### src/rtl/core_pkg.sv
// Shared RV32 front-end types: opcodes, instruction field positions,
// the fetch queue entry and the fetch FSM state encoding.
package core_pkg;

  localparam logic [6:0] OP_LUI    = 7'b0110111;
  localparam logic [6:0] OP_AUIPC  = 7'b0010111;
  localparam logic [6:0] OP_JAL    = 7'b1101111;
  localparam logic [6:0] OP_JALR   = 7'b1100111;
  localparam logic [6:0] OP_BRANCH = 7'b1100011;
  localparam logic [6:0] OP_LOAD   = 7'b0000011;
  localparam logic [6:0] OP_STORE  = 7'b0100011;
  localparam logic [6:0] OP_IMM    = 7'b0010011;
  localparam logic [6:0] OP_REG    = 7'b0110011;
  localparam logic [6:0] OP_SYSTEM = 7'b1110011;

  localparam int OPCODE_LSB = 0;
  localparam int OPCODE_MSB = 6;
  localparam int RD_LSB     = 7;
  localparam int RD_MSB     = 11;
  localparam int RS2_LSB    = 20;
  localparam int RS2_MSB    = 24;
  localparam int FUNCT7_LSB = 25;
  localparam int FUNCT7_MSB = 31;

  typedef struct packed {
    logic [31:0] instr;
    logic [31:0] pc;
  } fetch_entry_t;

  typedef enum logic [1:0] {
    IDLE = 2'd0,
    RUN  = 2'd1,
    TRAP = 2'd2
  } fetch_state_e;

endpackage

### src/rtl/fetch_fifo.sv
// Synchronous FIFO of fetch entries with flush; head is read combinationally.
// Push and pop may coincide at any occupancy, including full.
module fetch_fifo
  import core_pkg::*;
#(
  parameter int DEPTH = 2,
  localparam int AW = $clog2(DEPTH)
) (
  input  logic         clk,
  input  logic         rst_n,
  input  logic         push,
  input  fetch_entry_t wdata,
  input  logic         pop,
  input  logic         flush,
  output fetch_entry_t rdata,
  output logic [AW:0]  count,
  output logic         full,
  output logic         empty
);

  fetch_entry_t mem [DEPTH];
  logic [AW:0]  wptr_q, rptr_q;
  logic         do_push, do_pop;

  // Pointers carry one extra wrap bit so full and empty are distinguishable.
  assign count   = wptr_q - rptr_q;
  assign full    = (count == (AW+1)'(DEPTH));
  assign empty   = (count == '0);
  assign do_pop  = pop & ~empty;
  assign do_push = push & (~full | do_pop);
  assign rdata   = mem[rptr_q[AW-1:0]];

  always_ff @(posedge clk or negedge rst_n) begin
    if (!rst_n) begin
      wptr_q <= '0;
      rptr_q <= '0;
    end else if (flush) begin
      wptr_q <= '0;
      rptr_q <= '0;
    end else begin
      wptr_q <= wptr_q + (AW+1)'(do_push);
      rptr_q <= rptr_q + (AW+1)'(do_pop);
    end
  end

  always_ff @(posedge clk) begin
    if (do_push && !flush) mem[wptr_q[AW-1:0]] <= wdata;
  end

endmodule

### src/rtl/instr_fetch.sv
// RV32 fetch stage: PC, credit-limited imem requests, prefetch FIFO, redirect flush.
// Define FETCH_MISALIGN_EN to trap misaligned redirects and add fetch_misaligned.
module instr_fetch
  import core_pkg::*;
#(
  parameter logic [31:0] RESET_PC   = 32'h0000_0000,
  parameter int          FIFO_DEPTH = 2
) (
  input  logic        clk,
  input  logic        rst_n,
  output logic        imem_req_valid,
  input  logic        imem_req_ready,
  output logic [31:0] imem_req_addr,
  input  logic        imem_rsp_valid,
  input  logic [31:0] imem_rsp_data,
  input  logic        redirect_valid,
  input  logic [31:0] redirect_pc,
  output logic        id_valid,
  input  logic        id_ready,
  output logic [31:0] id_instr,
  output logic [31:0] id_pc,
  output logic [6:0]  id_opcode,
  output logic [4:0]  id_rd,
  output logic [4:0]  id_rs2,
  output logic [6:0]  id_funct7
`ifdef FETCH_MISALIGN_EN
  ,
  output logic        fetch_misaligned
`endif
);

  localparam int CW = $clog2(FIFO_DEPTH) + 1;

  fetch_state_e state_q, state_d;
  logic [31:0]  pc_q, shadow_pc_q, target;
  logic         shadow_vld_q, hold_q;
  logic [CW-1:0] drop_q, drop_d;
  logic [CW:0]  outstanding, inflight;
  logic         accept, keep, credit, mis;

  fetch_entry_t pcf_wdata, pcf_rdata, d_wdata, d_rdata;
  logic [CW-1:0] pcf_count, d_count;
  logic         pcf_full, pcf_empty, d_full, d_empty;

  assign target = redirect_pc & 32'hFFFF_FFFC;
`ifdef FETCH_MISALIGN_EN
  assign mis = |redirect_pc[1:0];
  assign fetch_misaligned = (state_q == TRAP);
`else
  assign mis = 1'b0;
`endif

  // Live requests in the PC queue plus stale ones still to be dropped.
  assign outstanding = {1'b0, pcf_count} + {1'b0, drop_q};
  assign inflight    = outstanding + {1'b0, d_count};
  assign credit      = (inflight < (CW+1)'(FIFO_DEPTH));

  assign imem_req_valid = hold_q | ((state_q == RUN) & credit);
  assign imem_req_addr  = pc_q;
  assign accept         = imem_req_valid & imem_req_ready;
  assign keep           = imem_rsp_valid & (drop_q == '0) & ~redirect_valid;

  assign pcf_wdata = '{instr: 32'h0, pc: pc_q};
  always_comb begin
    d_wdata       = pcf_rdata;
    d_wdata.instr = imem_rsp_data;
  end

  fetch_fifo #(.DEPTH(FIFO_DEPTH)) u_pc_q (
    .clk   (clk),
    .rst_n (rst_n),
    .push  (accept & ~shadow_vld_q & ~pcf_full),
    .wdata (pcf_wdata),
    .pop   (keep & ~pcf_empty),
    .flush (redirect_valid),
    .rdata (pcf_rdata),
    .count (pcf_count),
    .full  (pcf_full),
    .empty (pcf_empty)
  );

  fetch_fifo #(.DEPTH(FIFO_DEPTH)) u_data_q (
    .clk   (clk),
    .rst_n (rst_n),
    .push  (keep & (~d_full | id_ready)),
    .wdata (d_wdata),
    .pop   (id_valid & id_ready),
    .flush (redirect_valid),
    .rdata (d_rdata),
    .count (d_count),
    .full  (d_full),
    .empty (d_empty)
  );

  assign id_valid  = ~d_empty;
  assign id_instr  = id_valid ? d_rdata.instr : 32'h0;
  assign id_pc     = id_valid ? d_rdata.pc    : 32'h0;
  assign id_opcode = id_instr[OPCODE_MSB:OPCODE_LSB];
  assign id_rd     = id_instr[RD_MSB:RD_LSB];
  assign id_rs2    = id_instr[RS2_MSB:RS2_LSB];
  assign id_funct7 = id_instr[FUNCT7_MSB:FUNCT7_LSB];

  always_comb begin
    state_d = state_q;
    case (state_q)
      IDLE:    state_d = RUN;
      RUN:     if (redirect_valid && mis) state_d = TRAP;
      TRAP:    if (redirect_valid && !mis) state_d = RUN;
      default: state_d = IDLE;
    endcase
  end

  // A redirect drops everything still in flight after this cycle's updates;
  // a held request accepted behind a redirect is stale as well.
  always_comb begin
    if (redirect_valid)
      drop_d = CW'(outstanding + (CW+1)'(accept) - (CW+1)'(imem_rsp_valid));
    else
      drop_d = drop_q - CW'(imem_rsp_valid & (drop_q != '0))
                      + CW'(accept & shadow_vld_q);
  end

  always_ff @(posedge clk or negedge rst_n) begin
    if (!rst_n) begin
      state_q      <= IDLE;
      pc_q         <= RESET_PC;
      shadow_pc_q  <= RESET_PC;
      shadow_vld_q <= 1'b0;
      hold_q       <= 1'b0;
      drop_q       <= '0;
    end else begin
      state_q <= state_d;
      hold_q  <= imem_req_valid & ~imem_req_ready;
      drop_q  <= drop_d;
      if (redirect_valid) begin
        if (imem_req_valid && !imem_req_ready) begin
          shadow_vld_q <= 1'b1;
          shadow_pc_q  <= target;
        end else begin
          shadow_vld_q <= 1'b0;
          pc_q         <= target;
        end
      end else if (accept) begin
        shadow_vld_q <= 1'b0;
        pc_q         <= shadow_vld_q ? shadow_pc_q : pc_q + 32'd4;
      end
    end
  end

endmodule

### config.mk
export PLATFORM = sky130hd
export DESIGN_NAME = instr_fetch
export DESIGN_NICKNAME = d
export VERILOG_FILES = /design/src/rtl/core_pkg.sv /design/src/rtl/fetch_fifo.sv /design/src/rtl/instr_fetch.sv
export SDC_FILE = /design/constraint.sdc
export NUM_CORES = 1
export LEC_CHECK = 0
export ABC_AREA = 1
export CORE_UTILIZATION = 40
export CTS_BUF_LIST = sky130_fd_sc_hd__clkbuf_4
export DETAILED_ROUTE_END_ITERATION = 6
export PLACE_DENSITY = 0.67
export SYNTH_ARGS = -nofsm -noshare
export SYNTH_HDL_FRONTEND = slang
export SYNTH_HIERARCHICAL = 1
export SYNTH_SLANG_ARGS = --single-unit
### constraint.sdc
create_clock -name clk -period 7.58 [get_ports clk]
set_clock_uncertainty 0.05 [all_clocks]
set_input_delay 1.516 -clock clk [delete_from_list [all_inputs] [get_ports clk]]
set_output_delay 1.516 -clock clk [all_outputs]
set_load 0.01 [all_outputs]
==> flow_summary.yaml <==
sta:
  fin_tns_setup_ns: 0
  setup-violations-final: 0
  tightest_slew_ns: 1.074
  finalHoldViolCount: 0
  relSlewSlack_pct: 28.33
  max_freq_mhz: 188.0
  rsz0062_at_grt: "false"
  period_needed_ns: 5.320
  hold-worst-slack_ns: 0.4226
  slew_violations: 0
  finalCritPeriodShare_pct: 70.19
synthesis:
  ys_warn_count: 6
  syn_inst: 1159
  syn_avg_cell_area_sq_um: 11.05
  syn_area_sq_um: 12810
floorplan:
  die_h_um: 181.0
  ios: 192
  dieArea_sq_um: 32740
  start_util_pct: 40.59
  num_rows: 65
  core_sq_um: 31560
  die_w_um: 181.0
place:
  dp_hpwl_um: 17450
  routabilityCongestion: 0.8600
  port-buffer-count: 187
  dp.cells: 1692
layout:
  nNetsFinal: 1449
  syn_to_final_growth_pct: 21.89
  n_fill_cell: 2844
  regArea_sq_um: 7597
  drive_gt1_share_pct: 17.46
  multiInputGateArea_sq_um: 4185
  finalNonFillerCells: 1819
setup_path:
  reg2regPathDepth: 14
  worstSetupPathType: "reg -> out"
  crit_required_ns: 6.01
  cp_max_fo: 6
  worstSetupEndpointType: "output port"
  cpMaxStageDelayCell: "clkdlybuf4s50_1"
  worstPathArrival_ns: 3.75
  cp_slowest_stage_delay_ns: 0.63
  reg2reg_slack_ns: 3.31
  reg2reg_to: "u_pc_q/mem[0][31]$_DFFE_PP_"
  crit_chain: "inv_1 -> ha_1 -> inv_1 -> ha_1 -> fa_1 -> fa_1 -> inv_1 -> nand3_2 -> o21ai_4 -> clkdlybuf4s50_1"
  crit_buf_inv: 4
  startpoint_type: "register"
  rr_startpoint: "u_pc_q/wptr_q[0]$_DFF_PN0_"
  cp_top_family: "adder cells"
  cpMostUsedCell: "inv_1"
power:
  swShare_pct: 33.19
  ir_worst_vdd_mv: 0.1854
  power_frac_seq_pct: 45.7
  power.internal_w: 0.003066
  power_frac_comb_pct: 27.5
  power-per-cell-area_nw_per_um2: 293.9
  p_sw_w: 0.001523
  pwr-share-clk_pct: 26.8
  leakage_nw: 6.533
worst_hold_path:
  hold_path_startpoint: "shadow_pc_q[24]$_DFFE_PN0P_"
  whs_path_depth: 2
  min_to: "shadow_pc_q[24]$_DFFE_PN0P_"
  hp-class: "reg -> reg"
cts:
  cts_setup_buffers: 0
  cts_sinks: 265
  cts_buffer_depth: 3
  numCtsBuffers: 73
  clk_latency_ns: 0.67
  htreeDepth: 3
  root_buffer: "clkbuf_4"
  cts_hold_buffers: 0
  clk_pin_slew_ns: 0.06
  cts_tree: "yes"
  ctsResizeCount: 0
global_route:
  grt-ovfl-total: 0
  grt_max_degree: 74
  grt_pass1_wl_um: 43610
  grtUsageTotal_pct: 16.77
  grt_pass1_vias: 8574
  antenna_found_initial: 1
detailed_routing:
  viasPerCell: 4.742
  drc_errors: 0
  dr.pass1.iters: 5
  vias: 8626
  drtIter0Drc: 489
  drt-wirelength-per-cell_um: 14.72
  drt-total-wl_um: 26780
  ant_nets: 0
run_status:
  status: "completed"
run:
  maxCapViolCount: 0
-- layer usage --
metal  up-vias  wire length [um]  track usage (%)
li1       4238                 -                -
met1      4035             11670            21.39
met2       312             12670            27.75
met3        41              1917            4.072
met4         0               519            6.068
met5         -                 0                0
-- layout make-up --
cell class	instances	share of cell area, %
flip-flops and latches	265	48.66
multi-input cells	698	26.81
repair buffers	198	12.45
clock buffers	104	5.000
well taps	402	3.221
inverters	129	3.101
clock inverters	21	0.7292
diodes	2	0.03205
-- sequential cells by signal (all words and copies together) (netlist names) --
register and count:
drop_q 2, hold_q 1, imem_req_addr 30, shadow_pc_q 30
shadow_vld_q 1, state_q 1, u_data_q/mem 128, u_data_q/rptr_q 2
u_data_q/wptr_q 2, u_pc_q/mem 64, u_pc_q/rptr_q 2, u_pc_q/wptr_q 2
-- worst reg2reg max path, cell delays in order, from the launching register on --
cell and delay (ns):
dfrtp_1 0.38, inv_1 0.09, ha_1 0.33, inv_1 0.09
ha_1 0.20, fa_1 0.55, fa_1 0.43, inv_1 0.08
nand3_2 0.09, o21ai_4 0.24, nand2_1 0.17, nor3_1 0.23
nand3_1 0.17, nor2_2 0.41, buf_4 0.41
-- worst max-delay path by stage --
stage,slack [ns],from,cells after the start,end
4_1_cts,2.21,u_pc_q/wptr_q[0]$_DFF_PN0_,10,imem_req_valid
5_1_grt,2.05,u_pc_q/wptr_q[0]$_DFF_PN0_,10,imem_req_valid
3_5_place_dp,2.65,redirect_valid,8,u_data_q/mem[1][26]$_DFFE_PP_
3_3_place_gp,2.69,redirect_valid,8,u_data_q/mem[0][32]$_DFFE_PP_
2_1_floorplan,1.88,redirect_valid,7,u_data_q/mem[0][0]$_DFFE_PP_
6_report,2.26,u_pc_q/wptr_q[0]$_DFF_PN0_,10,imem_req_valid
-- power by group through the flow --
stage	Combinational, W	Sequential [W]	Clock (W)
global route	0.00142	0.00213	0.00136
CTS	0.00128	0.00210	0.00128
finish	0.00126	0.00210	0.00123
floorplan	0.000788	0.00207	0
detailed placement	0.00127	0.00213	0
global placement	0.00125	0.00211	0
-- metrics by stage --
step	instance area [sq um]	total power, W	setup WS [ns]	utilization [%]
2_1_floorplan	12830	0.002855	1.882	-
3_3_place_gp	14710	0.003364	2.687	46.63
3_5_place_dp	14710	0.003395	2.653	46.63
4_1_cts	15610	0.004656	2.214	49.46
5_1_grt	15610	0.004917	2.051	49.48
6_report	15610	0.004590	2.260	49.48
-- cells in the final DEF (no fill, tap or decap), drive strengths merged --
cell type,instances
clkinv,16
xor2,5
o21bai,8
mux2,96
o211ai,3
a21oi,26
conb,7
nor3,2
o21ai,22
clkdlybuf4s50,185
clkinvlp,2
inv,131
nor2,154
bufinv,1
nand2,268
xnor2,6
dfrtp,73
o21a,1
nand4,2
nand3,78
edfxtp,192
fa,2
diode,2
ha,12
or2,1
clkbuf,104
buf,13
and2,5
Power figures use the tool's default switching activity.
